$ cat src/rtl/hdmi_period_if.sv
// hdmi_period_if: packet handshake and per-pixel channel control bundle of the period scheduler
interface hdmi_period_if;
   logic       packet_valid;
   logic [2:0] mode;
   logic [3:0] ctl;
   logic       hsync;
   logic       vsync;
   logic [9:0] cx;
   logic [9:0] cy;
   logic       packet_ready;
   logic [4:0] packet_pixel;
   logic       island_active;
   modport master (
      input  packet_valid,
      output mode, ctl, hsync, vsync, cx, cy, packet_ready, packet_pixel, island_active
   );
   modport slave (
      output packet_valid,
      input  mode, ctl, hsync, vsync, cx, cy, packet_ready, packet_pixel, island_active
   );
endinterface

$ cat src/rtl/hdmi_period_scheduler.sv
// hdmi_period_scheduler: raster counters, per-pixel TMDS period selection and data-island packet scheduling
module hdmi_period_scheduler #(
   parameter int H_ACTIVE    = 640,
   parameter int H_FRONT     = 16,
   parameter int H_SYNC      = 96,
   parameter int H_BACK      = 48,
   parameter int V_ACTIVE    = 480,
   parameter int V_FRONT     = 10,
   parameter int V_SYNC      = 2,
   parameter int V_BACK      = 33,
   parameter bit SYNC_ACTIVE = 1'b0,
   parameter int MAX_PACKETS = 2
) (
   input logic           clk_pixel,
   input logic           reset_n,
   hdmi_period_if.master bus
);
   localparam int H_TOTAL = H_ACTIVE + H_FRONT + H_SYNC + H_BACK;
   localparam int V_TOTAL = V_ACTIVE + V_FRONT + V_SYNC + V_BACK;
   localparam logic [9:0] HA   = 10'(H_ACTIVE);
   localparam logic [9:0] HL   = 10'(H_TOTAL - 1);
   localparam logic [9:0] VA   = 10'(V_ACTIVE);
   localparam logic [9:0] VA1  = 10'(V_ACTIVE - 1);
   localparam logic [9:0] VL   = 10'(V_TOTAL - 1);
   localparam logic [9:0] HS0  = 10'(H_ACTIVE + H_FRONT);
   localparam logic [9:0] HS1  = 10'(H_ACTIVE + H_FRONT + H_SYNC);
   localparam logic [9:0] VS0  = 10'(V_ACTIVE + V_FRONT);
   localparam logic [9:0] VS1  = 10'(V_ACTIVE + V_FRONT + V_SYNC);
   localparam logic [9:0] ISL  = 10'(H_ACTIVE + 3);
   localparam logic [9:0] PRE0 = 10'(H_TOTAL - 10);
   localparam logic [9:0] PRE1 = 10'(H_TOTAL - 2);
   // a packet may follow the one ending at x only if it starts early enough to leave room
   // for its 32 pixels, the trailing guard and 12 idle pixels before the video preamble
   localparam logic [9:0] CONT_LIM = 10'(H_TOTAL - 56);
   localparam logic [1:0] MAXP     = 2'(MAX_PACKETS);

   if (H_FRONT + H_SYNC + H_BACK < 14 + 32 * MAX_PACKETS + 2 + 12 + 10) begin : g_bad_blank
      $error("hdmi_period_scheduler: horizontal blanking too short for MAX_PACKETS");
   end
   if (MAX_PACKETS < 1 || MAX_PACKETS > 3) begin : g_bad_max
      $error("hdmi_period_scheduler: MAX_PACKETS must be 1..3");
   end

   typedef enum logic [2:0] {IDLE, DPRE, DLEAD, DATA, DTRAIL} state_t;

   // x/y/st describe the pixel being computed this cycle; it is shown after the next edge
   state_t     st, st_n;
   logic [9:0] x, y;
   logic [4:0] cnt, cnt_n;
   logic [1:0] pk, pk_n;
   logic [2:0] mode_n;
   logic [3:0] ctl_n;
   logic       hs_n, vs_n, pr_n, ia_n;
   logic [4:0] pp_n;

   // raster counters for the pixel under computation
   always_ff @(posedge clk_pixel) begin
      if (!reset_n) begin
         x <= '0;
         y <= '0;
      end else begin
         x <= (x == HL) ? '0 : x + 10'd1;
         y <= (x != HL) ? y : (y == VL) ? '0 : y + 10'd1;
      end
   end

   // island state register; reset aborts any island in progress
   always_ff @(posedge clk_pixel) begin
      if (!reset_n) begin
         st  <= IDLE;
         cnt <= '0;
         pk  <= '0;
      end else begin
         st  <= st_n;
         cnt <= cnt_n;
         pk  <= pk_n;
      end
   end

   // island next state: cnt is the pixel position within the current phase
   always_comb begin
      st_n  = st;
      cnt_n = cnt + 5'd1;
      pk_n  = pk;
      case (st)
         IDLE: begin
            cnt_n = '0;
            if (x == ISL && bus.packet_valid) st_n = DPRE;
         end
         DPRE: if (cnt == 5'd7) begin
            st_n  = DLEAD;
            cnt_n = '0;
         end
         DLEAD: if (cnt == 5'd1) begin
            st_n  = DATA;
            cnt_n = '0;
            pk_n  = 2'd1;
         end
         DATA: if (cnt == 5'd31) begin
            if (bus.packet_valid && pk < MAXP && x < CONT_LIM) pk_n = pk + 2'd1;
            else st_n = DTRAIL;
         end
         DTRAIL: if (cnt == 5'd1) begin
            st_n  = IDLE;
            cnt_n = '0;
         end
         default: st_n = IDLE;
      endcase
   end

   // per-pixel period decode: video, then island, then video preamble, else control
   always_comb begin
      hs_n   = (x >= HS0 && x < HS1) ? SYNC_ACTIVE : ~SYNC_ACTIVE;
      vs_n   = (y >= VS0 && y < VS1) ? SYNC_ACTIVE : ~SYNC_ACTIVE;
      mode_n = 3'd0;
      ctl_n  = 4'd0;
      pr_n   = 1'b0;
      pp_n   = 5'd0;
      ia_n   = 1'b0;
      if (y < VA && x < HA) begin
         mode_n = 3'd1;
      end else if (st != IDLE) begin
         ia_n   = 1'b1;
         mode_n = (st == DLEAD || st == DTRAIL) ? 3'd4 : (st == DATA) ? 3'd3 : 3'd0;
         ctl_n  = (st == DPRE) ? 4'b0101 : 4'b0000;
         pp_n   = (st == DATA) ? cnt : 5'd0;
         pr_n   = (st == DATA) && (cnt == 5'd0);
      end else if ((y < VA1 || y == VL) && x >= PRE0) begin
         mode_n = (x >= PRE1) ? 3'd2 : 3'd0;
         ctl_n  = (x >= PRE1) ? 4'b0000 : 4'b0001;
      end
   end

   // registered outputs for the pixel shown this cycle
   always_ff @(posedge clk_pixel) begin
      if (!reset_n) begin
         bus.cx            <= '0;
         bus.cy            <= '0;
         bus.mode          <= '0;
         bus.ctl           <= '0;
         bus.hsync         <= ~SYNC_ACTIVE;
         bus.vsync         <= ~SYNC_ACTIVE;
         bus.packet_ready  <= 1'b0;
         bus.packet_pixel  <= '0;
         bus.island_active <= 1'b0;
      end else begin
         bus.cx            <= x;
         bus.cy            <= y;
         bus.mode          <= mode_n;
         bus.ctl           <= ctl_n;
         bus.hsync         <= hs_n;
         bus.vsync         <= vs_n;
         bus.packet_ready  <= pr_n;
         bus.packet_pixel  <= pp_n;
         bus.island_active <= ia_n;
      end
   end
endmodule

$ cat src/flat_wrapper.sv
// flat-port wrapper written by rule: the top's interface ports become plain ports
module hdmi_period_scheduler_flat 
#(
   parameter int H_ACTIVE    = 640,
   parameter int H_FRONT     = 16,
   parameter int H_SYNC      = 96,
   parameter int H_BACK      = 48,
   parameter int V_ACTIVE    = 480,
   parameter int V_FRONT     = 10,
   parameter int V_SYNC      = 2,
   parameter int V_BACK      = 33,
   parameter bit SYNC_ACTIVE = 1'b0,
   parameter int MAX_PACKETS = 2
)
  (clk_pixel, reset_n, bus_packet_valid, bus_mode, bus_ctl, bus_hsync, bus_vsync, bus_cx, bus_cy, bus_packet_ready, bus_packet_pixel, bus_island_active);
  hdmi_period_if bus_i ();
  input logic clk_pixel;
  input logic reset_n;
  input wire logic [$bits(bus_i.packet_valid)-1:0] bus_packet_valid;
  output wire logic [$bits(bus_i.mode)-1:0] bus_mode;
  output wire logic [$bits(bus_i.ctl)-1:0] bus_ctl;
  output wire logic [$bits(bus_i.hsync)-1:0] bus_hsync;
  output wire logic [$bits(bus_i.vsync)-1:0] bus_vsync;
  output wire logic [$bits(bus_i.cx)-1:0] bus_cx;
  output wire logic [$bits(bus_i.cy)-1:0] bus_cy;
  output wire logic [$bits(bus_i.packet_ready)-1:0] bus_packet_ready;
  output wire logic [$bits(bus_i.packet_pixel)-1:0] bus_packet_pixel;
  output wire logic [$bits(bus_i.island_active)-1:0] bus_island_active;
  assign bus_i.packet_valid = bus_packet_valid;
  assign bus_mode = bus_i.mode;
  assign bus_ctl = bus_i.ctl;
  assign bus_hsync = bus_i.hsync;
  assign bus_vsync = bus_i.vsync;
  assign bus_cx = bus_i.cx;
  assign bus_cy = bus_i.cy;
  assign bus_packet_ready = bus_i.packet_ready;
  assign bus_packet_pixel = bus_i.packet_pixel;
  assign bus_island_active = bus_i.island_active;
  hdmi_period_scheduler #(.H_ACTIVE(H_ACTIVE), .H_FRONT(H_FRONT), .H_SYNC(H_SYNC), .H_BACK(H_BACK), .V_ACTIVE(V_ACTIVE), .V_FRONT(V_FRONT), .V_SYNC(V_SYNC), .V_BACK(V_BACK), .SYNC_ACTIVE(SYNC_ACTIVE), .MAX_PACKETS(MAX_PACKETS)) u_core (.clk_pixel(clk_pixel), .reset_n(reset_n), .bus(bus_i));
endmodule
$ cat config.mk
export PLATFORM = sky130hd
export DESIGN_NAME = hdmi_period_scheduler_flat
export DESIGN_NICKNAME = d
export VERILOG_FILES = /design/src/rtl/hdmi_period_if.sv /design/src/rtl/hdmi_period_scheduler.sv /design/src/flat_wrapper.sv
export SDC_FILE = /design/constraint.sdc
export NUM_CORES = 1
export LEC_CHECK = 0
export ABC_AREA = 1
export BUFFER_PORTS_ARGS = -buffer_cell sky130_fd_sc_hd__buf_2
export CELL_PAD_IN_SITES_DETAIL_PLACEMENT = 1
export CELL_PAD_IN_SITES_GLOBAL_PLACEMENT = 2
export CORE_MARGIN = 2
export CORE_UTILIZATION = 30
export CTS_BUF_LIST = sky130_fd_sc_hd__clkbuf_4 sky130_fd_sc_hd__clkbuf_8
export DETAILED_ROUTE_END_ITERATION = 6
export GPL_TIMING_DRIVEN = 0
export PLACE_DENSITY_LB_ADDON = 0.3
export REMOVE_ABC_BUFFERS = 1
export SLEW_MARGIN = 20
export SYNTH_ARGS = -nofsm -noshare
export SYNTH_HDL_FRONTEND = slang
export SYNTH_SLANG_ARGS = --single-unit
export TNS_END_PERCENT = 1
$ cat constraint.sdc
create_clock -name clk_pixel -period 1.59 [get_ports clk_pixel]
set_clock_uncertainty 0.2 [all_clocks]
set_input_delay 0.159 -clock clk_pixel [delete_from_list [all_inputs] [get_ports clk_pixel]]
set_output_delay 0.159 -clock clk_pixel [all_outputs]
set_load 0.02 [all_outputs]
== Yosys cells after proc, flatten, opt, wreduce, memory -nomap -nowiden ==
Index checks and enable logic that the tools add are counted.
Cells by class
  multipliers: 0
  $lt $le $gt $ge: 11
  bitwise gates (word level): 3
  shift operators: 0
  reduce and logical (&&, ||, !) cells: 21
  multiplexer cells: 28
  add/subtract/negate cells: 4
  equality and inequality tests: 18
  div/mod/pow operators: 0
Operators with widths (count)
  10-bit equality test (second input constant): 3
  10-bit >= comparator (second input constant): 3
  10-bit < comparator (second input constant): 3
  10-bit by 9-bit < comparator with 1-bit output (second input constant): 3
  3-bit two-way mux: 10
  10-bit by 1-bit adder with 10-bit output (second input constant): 2
  3-bit case mux with 5 select lines: 1
  5-bit case mux with 3 select lines: 1
  2-bit by 1-bit inequality test with 1-bit output (second input constant): 6
  10-bit by 9-bit >= comparator with 1-bit output (second input constant): 1
  10-bit two-way mux: 1
  2-bit two-way mux: 5
  5-bit two-way mux: 2
  10-bit inequality test (second input constant): 1
  1-bit logical AND: 8
  4-bit two-way mux: 2
  3-bit by 2-bit equality test with 1-bit output (second input constant): 2
  6-bit AND reduction: 1
  2-bit OR reduction: 3
  5-bit by 1-bit adder with 5-bit output (second input constant): 1
  5-bit by 1-bit equality test with 1-bit output (second input constant): 1
  5-bit by 3-bit equality test with 1-bit output (second input constant): 1
  5-bit equality test (second input constant): 1
  5-bit zero test: 1
  15 further kinds: 22
Word-level totals
  register bits after elaboration: 66
  logic and storage cells: 100
  memories: 0
  latch bits: 0
  ROM bits: 0
  memory bits (writable): 0
  input port bits: 3
  output and inout bits: 36

== Longest topological paths before layout ==
Gate-level depths: netlist of run 1.
  depth after elaboration: 6
  mapped depth: 12
  mapped depth without buffers: 12

== Worst setup path after synthesis of run 1 ==
Ideal clock, no wire load.
  kind: flip-flop to flip-flop
  from: register u_core.x[0]
  to: register u_core.y[5]
  arrival: 1.281 ns
  required time: 1.262 ns
  period minus slack after synthesis: 1.609 ns
  library setup time: 0.128 ns
  slack: -0.019 ns
  stages on the path, launching flop included: 8
  cells stage by stage: dfxtp_1 > ha_1 > nand3_1 > inv_1 > nand4_4 > buf_6 > a21oi_1 > nor2_1
Between the ends
  word-level cells in the longest chain between the ends: 1
RTL lines
  start: declaration: line hdmi_period_scheduler.sv:48  | logic [9:0] x, y;
  start signal: assignment: line hdmi_period_scheduler.sv:62  | x <= (x == HL) ? '0 : x + 10'd1;
  10-bit inequality test: line hdmi_period_scheduler.sv:63  | y <= (x != HL) ? y : (y == VL) ? '0 : y + 10'd1;
  end signal: assignment: line hdmi_period_scheduler.sv:63
  end: declaration: line hdmi_period_scheduler.sv:48
Every way passes these cells.
A chain may end at the register's enable or synchronous reset.

== Worst setup path in the final report of run 1 ==
  from: register u_core.cnt[0]
  to: register u_core.st[1]
Between the ends
  word-level cells in the longest chain between the ends: 3
  elaborated cells on any way between the ends: 8
  classes of those cells: eq/ne (7); reduce/logical (1)
RTL lines
  start: declaration: line hdmi_period_scheduler.sv:49  | logic [4:0] cnt, cnt_n;
  start signal: assignment: line hdmi_period_scheduler.sv:75  | cnt <= cnt_n;
  5-bit by 1-bit equality test with 1-bit output (tied with other cells): line hdmi_period_scheduler.sv:94, hdmi_period_scheduler.sv:103
  2-bit by 1-bit inequality test with 1-bit output (no line)
  6-bit AND reduction (no line) (*)
  end signal: assignment: line hdmi_period_scheduler.sv:74  | st <= st_n;
  end: declaration: line hdmi_period_scheduler.sv:47  | state_t st, st_n;
Every way passes the cells marked *; elsewhere a longest branch is shown, timed or not.

==> flow_metrics.tcl, run 1 <==
set metrics [dict create \
    nets 435 \
    r2r_setup_slack_ns -0.11 \
    core_area_sq_mm 0.00920 \
    grtUsageTotal 0.149 \
    numCtsBuffers 9 \
    final.setup.worst_slack_ns -0.109 \
    worst_setup_path_end_kind "flip-flop" \
    cts_hold_buffers 0 \
    vias 2463 \
    finalCritPeriodShare 1.07 \
    maxSlewHeadroom 0.570 \
    dpl.hpwl_um 4880 \
    worst_slew_pin_slew_ns 0.644 \
    r2r-start "u_core.cnt[0]$_SDFF_PN0_" \
    crit_buf_inv 1 \
    status "complete, but fails checks" \
    timing.hold.ws_ns 0.145 \
    cts.sinks 64 \
    antenna_left 0 \
    die_area_sq_mm 0.0102 \
    die_h_um 101 \
    cp.arrival_ns 1.78 \
    cts_tree "built" \
    grt_max_degree 32 \
    synth_area_sq_mm 0.00282 \
    maxSlewViolCount 0 \
    initial_core_util 0.307 \
    violations "negative setup slack" \
    yosys_warnings 0 \
    ys_types 37 \
    grt_remaining_overflow 0 \
    setup_viol 14 \
    min_period_ns 1.70 \
    first_global_vias 2439 \
    placed_cell_area_sq_mm 0.00308 \
    hold_start "reset_n" \
    peakVddDrop_v 0.000496 \
    crit_fanout 4 \
    path_class "reg2reg" \
    syn_avg_cell_area_sq_um 7.43 \
    cts.path.max_buffers 2 \
    cap_violations 0 \
    synth_top_area_frac 0.454 \
    min_path_cells 3 \
    first_pass_iters 4 \
    num_antenna_cells 0 \
    ctsRootBufferMaster "clkbuf_8" \
    slowest_delay_ns 0.39 \
    routabilityCongestion 0.798 \
    portBuffers 36 \
    worst-path-stages 12 \
    fin_util 0.388 \
    path_clk_slew_ns 0.07 \
    reg2reg_depth 12 \
    worstSetupStartpointType "flip-flop" \
    vias_per_cell 4.55 \
    r2r_end "u_core.st[1]$_SDFFE_PN0P_" \
    fmax_mhz 589 \
    dr.first_iter.drc_count 48 \
    cp_slowest_cell "dfxtp_4" \
    finalPower_mw 3.82 \
    crit_required_ns 1.67 \
    crit_start "u_core.cnt[0]$_SDFF_PN0_" \
    drc 0 \
    wl_per_cell_um 13.0 \
    htreeDepth 3 \
    synth_cells 380 \
    wirelength_um 7010 \
    synth_top_cell_by_area "dfxtp_1" \
    synth.area.top_cells "dfxtp_1 45%, nand2_1 11%, inv_1 7.4%" \
    insertion_delay_ns 0.34 \
    ys_ff_latch 64 \
    rows 35 \
    leakage_nw 1.73 \
    worstHoldPathType "in2reg" \
    whs_endpoint "u_core.bus.cy[5]$_SDFF_PN0_" \
    cp_top_family "simple AND/OR/NAND/NOR gates" \
    syn_to_final_growth_pct 26.3 \
    antenna_found_initial 0 \
    stdcell_area_sq_mm 0.00356 \
    rsz0062_at_grt "true" \
    grt_first_pass_wirelength_um 11800 \
    yosysSeqAreaShare 0.454 \
    fp.dieW_um 101 \
    layout-drive-gt1-share 0.326 \
    io-pin-count 39 \
    hold_viol_final 0 \
    path_cells "ha_4 -> nand2_4 -> nor2_4 -> ha_4 -> inv_2 -> nand2_2 -> nand2_4 -> nor2_4 -> nand3_4 -> nand2_2 -> nand2_1 -> nor2_1" \
    power_per_cell_area_mw_per_mm2 1070 \
]
==> placed cells by master, fill, tap and decap left out, types with 2 or more instances in the layout <==
cell type / count
nand3_1: 13
o21ai_0: 7
clkinv_2: 3
nor3_2: 4
nand3_2: 4
nand4_1: 11
nor2_4: 4
xor2_1: 5
clkbuf_8: 10
nor3_1: 4
nor4_1: 2
nand2_2: 17
inv_4: 3
bufinv_16: 2
a31oi_1: 2
dfxtp_4: 8
nand2_1: 73
ha_4: 4
buf_4: 6
buf_2: 36
nand3b_1: 2
nand3_4: 2
ha_1: 2
dfxtp_1: 50
a21oi_1: 15
buf_6: 2
dfxtp_2: 6
nor2_2: 9
inv_1: 52
a21oi_2: 3
conb_1: 2
nor2_1: 43
nand2_4: 3
inv_2: 10
==> through the flow <==
step	instances	setup slack, ns	setup TNS [ns]
after floorplan	370	-0.0163	-0.0331
after global routing	541	-0.262	-4.00
after CTS	539	-0.147	-0.940
after detailed placement	517	-0.433	-10.75
after global placement	517	-0.386	-9.79
final	541	-0.109	-0.494
==> per-layer routing <==
metal  up-vias  GRT usage  wire, um
li1       1267          -         -
met1      1157      0.186      3360
met2        32      0.243      3320
met3         7     0.0472       236
met4         0     0.0499        90
met5         -          0         0
==> cells in the mapped netlist <==
master,n
nor2_2,5
a21oi_1,17
nor2_4,1
xor2_1,5
clkbuf_1,2
buf_2,2
nor3_2,4
o2111ai_1,1
nand3_1,15
nand2_1,83
nor4_1,2
nand2_2,10
nor2_1,50
nand3b_1,2
clkinv_1,1
nand3_2,4
inv_2,8
dfxtp_1,64
a31oi_1,2
o21ai_0,7
ha_1,7
nand4_1,11
nor3_1,4
nand4_4,1
buf_1,1
and3_1,1
buf_4,5
conb_1,1
a21oi_2,1
clkinv_2,1
o21a_1,1
inv_1,56
nor3b_1,1
buf_6,1
o21ai_1,1
o211ai_1,1
or2_2,1
==> worst max path at each step <==
stage / end
after floorplan: u_core.st[0]$_SDFFE_PN0P_
after global placement: u_core.y[1]$_SDFFE_PN0P_
after detailed placement: u_core.y[3]$_SDFFE_PN0P_
after CTS: u_core.st[0]$_SDFFE_PN0P_
after global routing: u_core.st[1]$_SDFFE_PN0P_
final: u_core.st[1]$_SDFFE_PN0P_
==> registers in the layout, summed over array words and instances, names as in the netlist, 2 cells and up <==
signal	cells
u_core.y	10
u_core.bus.mode	3
u_core.bus.cy	10
u_core.bus.ctl	2
u_core.bus.packet_pixel	5
u_core.pk	2
u_core.bus.cx	10
u_core.cnt	5
u_core.x	10
u_core.st	3
==> repair_timing <==
item / in CTS / in global routing
setup buffers: 6 / 2
pin swaps: 8 / 14
endpoints found under the setup margin: 39 / 39
resized for setup: 37 / 32
==> power breakdown <==
part	internal [mW]	total, mW	switching, mW
Sequential	1.65	1.72	0.0661
Clock	0.917	1.57	0.648
Combinational	0.186	0.529	0.344
==> cell type report <==
cell class,count,area (sq um)
Sequential cell,64,1320
Multi-Input combinational cell,240,1380
Timing Repair Buffer,44,248
Clock inverter,6,82.6
Inverter,66,255
Fill cell,1127,5630
Tap cell,111,139
Clock buffer,10,138
==> cell families (layout without fill, tap and decap cells) <==
logic type,Yosys count,after routing,synth area share
AO/OA/AOI/OAI,31,31,0.0603
XOR/XNOR,5,5,0.0155
adder cells (fa/ha/maj),7,7,0.0310
buffers and inverters,77,126,0.113
flip-flops,64,64,0.454
other,1,2,0.00133
AND/OR/NAND/NOR,195,195,0.325
==> tightest hold or removal path, cell delays in order <==
cell and delay (ns):
buf_2 0.31, nand2_1 0.15, inv_1 0.03
No activity file was read; power rests on OpenSTA's default activity.
==> inputs of run 2 (changes only) <==
Settings changed: CORE_UTILIZATION 30 to 34.
Clock period 1.59 ns to 1.83 ns, I/O delays scaled along.
==> run 2 against run 1 <==
  * The flow now finishes without violations
  * Critical path type unchanged
  * Sequential share of layout area is 1.9 points higher
  * Register-to-register slack improved by 0.19 ns
  * Global-route usage up 0.63 points
  * Highest routed layer unchanged
==> flow_metrics.tcl, run 2 (synthesized netlist as in run 1, its figures left out) <==
set metrics [dict create \
    status "finished, final reports clean" \
    core_area_sq_mm 0.00813 \
    worstSetupStartpointType "flip-flop" \
    cap_violations 0 \
    portBuffers 36 \
    grtUsageTotal 0.155 \
    vias_per_cell 4.58 \
    vias 2426 \
    die_h_um 95.1 \
    cts_tree "built" \
    cts.path.max_buffers 2 \
    finalCritPeriodShare 0.954 \
    maxSlewHeadroom 0.567 \
    grt_max_degree 32 \
    layout-drive-gt1-share 0.245 \
    worstHoldPathType "in2reg" \
    numCtsBuffers 9 \
    layout_common_cells "82 x nand2_1, 58 x dfxtp_1, 54 x inv_1" \
    fp.dieW_um 95.1 \
    routabilityCongestion 0.780 \
    rows 33 \
    worst_setup_path_end_kind "flip-flop" \
    antenna_left 0 \
    ctsRootBufferMaster "clkbuf_8" \
    dp_cells 511 \
    fmax_mhz 573 \
    dr.first_iter.drc_count 37 \
    path_clk_slew_ns 0.06 \
    rsz0062_at_grt "true" \
    num_antenna_cells 0 \
    cp.arrival_ns 1.81 \
    final_cells 530 \
    path_class "reg2reg" \
    min_period_ns 1.75 \
    htreeDepth 3 \
    cts.sinks 64 \
    first_pass_iters 4 \
    antenna_found_initial 0 \
    crit_required_ns 1.89 \
    peakVddDrop_v 0.000452 \
    leakage_nw 1.66 \
    crit_fanout 4 \
    maxSlewViolCount 0 \
    dpl.hpwl_um 4690 \
    final_common_cell "nand2_1" \
    reg2reg_depth 11 \
    setup_viol 0 \
    drc 0 \
    insertion_delay_ns 0.34 \
    wirelength_um 6460 \
    nets 430 \
    die_area_sq_mm 0.00905 \
    syn_to_final_growth_pct 17.6 \
    hold_viol_final 0 \
    wl_per_cell_um 12.2 \
    power_per_cell_area_mw_per_mm2 935 \
    initial_core_util 0.347 \
    min_path_cells 3 \
    worst_slew_pin_slew_ns 0.649 \
    grt_remaining_overflow 0 \
    io-pin-count 39 \
    finalPower_mw 3.10 \
    first_global_vias 2287 \
    grt_first_pass_wirelength_um 10800 \
]
[run 2: changes by cell type in the layout (fill, tap and decap cells not counted), moves of 3 or more]
cell / change
dfxtp_4: -7
nor2_4: -3
ha_4: -4
nand2_1: +9
buf_4: -3
nor2_1: +6
clkbuf_4: +3
nor2_2: -3
inv_4: -3
dfxtp_1: +8
ha_1: +4
nand2_2: -7
[run 2: final timing paths]
path,startpoint,slack (ns),to
worst max-delay path,u_core.cnt[0]$_SDFF_PN0_,0.08,u_core.st[2]$_SDFFE_PN0P_
worst min-delay path,reset_n,0.18,u_core.bus.cy[8]$_SDFF_PN0_
worst max register to register,u_core.cnt[0]$_SDFF_PN0_,0.08,u_core.st[2]$_SDFFE_PN0P_
worst min register to register,u_core.x[1]$_SDFF_PP0_,0.25,u_core.bus.cx[1]$_SDFF_PN0_
[run 2: worst max-delay path: stages, from the launching register on]
cell and delay, ns:
dfxtp_4 0.36, ha_2 0.18, nand2_1 0.07, nor2_1 0.10, ha_1 0.15, inv_1 0.04, nand2_1 0.07, nand2_2 0.08
nor2_4 0.12, buf_4 0.12, nand4_1 0.06, a21oi_1 0.12
[run 2: power breakdown]
group | internal, mW | switching, mW
sequential | 1.44 | 0.0439
clock | 0.668 | 0.517
combinational | 0.151 | 0.280
total | 2.26 | 0.841
[run 2: repair_timing]
| item | in CTS | in global routing |
|---|---|---|
| pin swaps | 0 | 3 |
| setup endpoints to repair | 21 | 32 |
| hold buffers | 0 | 0 |
| gates resized for setup | 3 | 13 |
| endpoints found under the hold margin | 0 | 0 |
| setup buffers | 2 | 1 |
[run 2: per-layer routing]
metal,up-vias,part of all wire,global-route usage,wire length (um)
met5,-,0,0,0
met4,0,0.019,0.0857,124
met3,9,0.032,0.0340,209
met2,35,0.45,0.241,2910
met1,1127,0.50,0.199,3220
li1,1255,-,-,-
[run 2: layout make-up]
class | instances | area (sq um)
repair buffers | 39 | 203
well taps | 105 | 131
fillers | 1027 | 4810
clock inverters | 4 | 45.0
inverters | 66 | 249
multi-input cells | 240 | 1250
flip-flops and latches | 64 | 1290
clock buffers | 12 | 146
[run 2: stage by stage]
step	hold slack [ns]	worst slack [ns]	util	TNS (ns)	area, sq um
after floorplan	0.0806	0.224	-	0	2760
final	0.175	0.0843	0.408	0	3320
after detailed placement	0.247	-0.168	0.377	-2.22	3070
after global routing	0.205	-0.0815	0.408	-0.264	3320
after global placement	0.241	-0.148	0.377	-1.84	3070
after CTS	0.184	-0.0151	0.403	-0.0151	3280
==> inputs of run 3 (changes only) <==
Settings changed: SETUP_SLACK_MARGIN from default to 0.4.
==> run 3 against run 2 <==
  * First-iteration DRC count rose by 11%
  * Final cell count is 0.57% higher
  * Via count grew 1.3%
  * Clock power barely moved
  * Die area is the same
  * Worst setup slack gained 0.037 ns
  * Maximum frequency rose by 2.2%
  * Non-clock buffer count rose by 3
  * Sequential power about the same
  * Cell area increased by 11%
  * Critical path depth is 1 higher
  * Critical path type unchanged
==> flow_metrics.tcl, run 3 (synthesized netlist as in run 1, its figures left out) <==
set metrics [dict create \
    status "finished, final reports clean" \
    whs_endpoint "u_core.bus.cy[8]$_SDFF_PN0_" \
    slowest_delay_ns 0.37 \
    dpl_worst_slack_ns -0.168 \
    crit_fanout 4 \
    finalCritPeriodShare 0.934 \
    tns_ns 0 \
    grt_first_pass_wirelength_um 10900 \
    dp_cells 511 \
    crit_required_ns 1.91 \
    worstSetupStartpointType "flip-flop" \
    reg2reg_depth 12 \
    maxSlewViolCount 0 \
    routabilityCongestion 0.780 \
    initial_core_util 0.347 \
    io-pin-count 39 \
    r2r_setup_slack_ns 0.12 \
    placed_cell_area_sq_mm 0.00307 \
    cts_tree "built" \
    rows 33 \
    first_global_vias 2312 \
    rsz0062_at_grt "true" \
    antenna_found_initial 0 \
    setup_viol 0 \
    worst_setup_path_end_kind "flip-flop" \
    grt_remaining_overflow 0 \
    grtUsageTotal 0.157 \
    final_cells 533 \
    grt_max_degree 32 \
    first_pass_iters 4 \
    nets 433 \
    drc 0 \
    hold_start "reset_n" \
    num_antenna_cells 0 \
    fin_util 0.452 \
    min_period_ns 1.71 \
    wirelength_um 6800 \
    ctsRootBufferMaster "clkbuf_8" \
    r2r-start "u_core.cnt[0]$_SDFF_PN0_" \
    wl_per_cell_um 12.8 \
    fp.dieW_um 95.1 \
    antenna_left 0 \
    layout-drive-gt1-share 0.379 \
    cts_hold_buffers 0 \
    maxSlewHeadroom 0.573 \
    stdcell_area_sq_mm 0.00368 \
    dpl.hpwl_um 4690 \
    cp_slowest_cell "dfxtp_4" \
    path_cells "ha_4 -> nand2_4 -> nor2_2 -> ha_2 -> inv_2 -> nand2_2 -> nand2_4 -> nor2_4 -> nand3_4 -> nand2_2 -> nand2_1 -> nor2_1" \
    peakVddDrop_v 0.000430 \
    vias 2458 \
    timing.hold.ws_ns 0.163 \
    die_area_sq_mm 0.00905 \
    finalPower_mw 3.18 \
    insertion_delay_ns 0.34 \
    worst_slew_pin_slew_ns 0.641 \
    die_h_um 95.1 \
    final_common_cell "nand2_1" \
    fmax_mhz 585 \
    r2r_end "u_core.st[0]$_SDFFE_PN0P_" \
    cts.path.max_buffers 2 \
    cp.arrival_ns 1.79 \
    core_area_sq_mm 0.00813 \
    htreeDepth 3 \
    portBuffers 36 \
    path_clk_slew_ns 0.07 \
    layout_common_cells "69 x nand2_1, 50 x inv_1, 45 x dfxtp_1" \
    hold_viol_final 0 \
    crit_start "u_core.cnt[0]$_SDFF_PN0_" \
    path_class "reg2reg" \
    syn_to_final_growth_pct 30.3 \
    cts.sinks 64 \
    numCtsBuffers 9 \
    final.setup.worst_slack_ns 0.122 \
    min_path_cells 3 \
    worstHoldPathType "in2reg" \
    cap_violations 0 \
    dr.first_iter.drc_count 41 \
    leakage_nw 1.80 \
    vias_per_cell 4.61 \
    power_per_cell_area_mw_per_mm2 864 \
]
[run 3: cell type report]
type	count	area, sq um
timing repair buffer	42	245
multi-input combinational	240	1520
clock inverter	4	45.0
inverter	66	258
tap	105	131
fill	995	4460
sequential	64	1330
clock buffer	12	146
[run 3: what timing repair did]
item / CTS / global route
pin swaps: 8 / 33
setup buffers: 5 / 1
gates cloned: 0 / 0
gates resized for setup: 22 / 89
endpoints found under the setup margin: 42 / 42
[run 3: routing by layer]
metal	wire, um	vias to the layer above	share of wire	GRT usage
met5	0	-	0	0
met4	141	0	0.021	0.0857
met1	3290	1149	0.48	0.203
met3	203	11	0.030	0.0340
met2	3170	35	0.47	0.244
li1	-	1263	-	-
[run 3: power breakdown]
part | switching (mW) | internal, mW | total, mW
Clock | 0.530 | 0.668 | 1.20
Combinational | 0.315 | 0.175 | 0.490
Sequential | 0.0516 | 1.44 | 1.49
[run 3: worst max-delay path by stage]
stage | to | slack, ns | cells after the start
floorplan | u_core.st[0]$_SDFFE_PN0P_ | 0.22 | 11
global placement | u_core.y[1]$_SDFFE_PN0P_ | -0.15 | 6
detailed placement | u_core.y[1]$_SDFFE_PN0P_ | -0.17 | 6
CTS | u_core.st[1]$_SDFFE_PN0P_ | 0.09 | 12
global route | u_core.st[0]$_SDFFE_PN0P_ | -0.02 | 12
finish | u_core.st[0]$_SDFFE_PN0P_ | 0.12 | 12
[run 3: critical path: cells and delay by family, from the launching register on]
family | cells | cell delay, ns
and+or+nand+nor | 9 | 0.73
DFF | 1 | 0.37
adders and majority gates | 2 | 0.31
buffers and inverters | 1 | 0.03
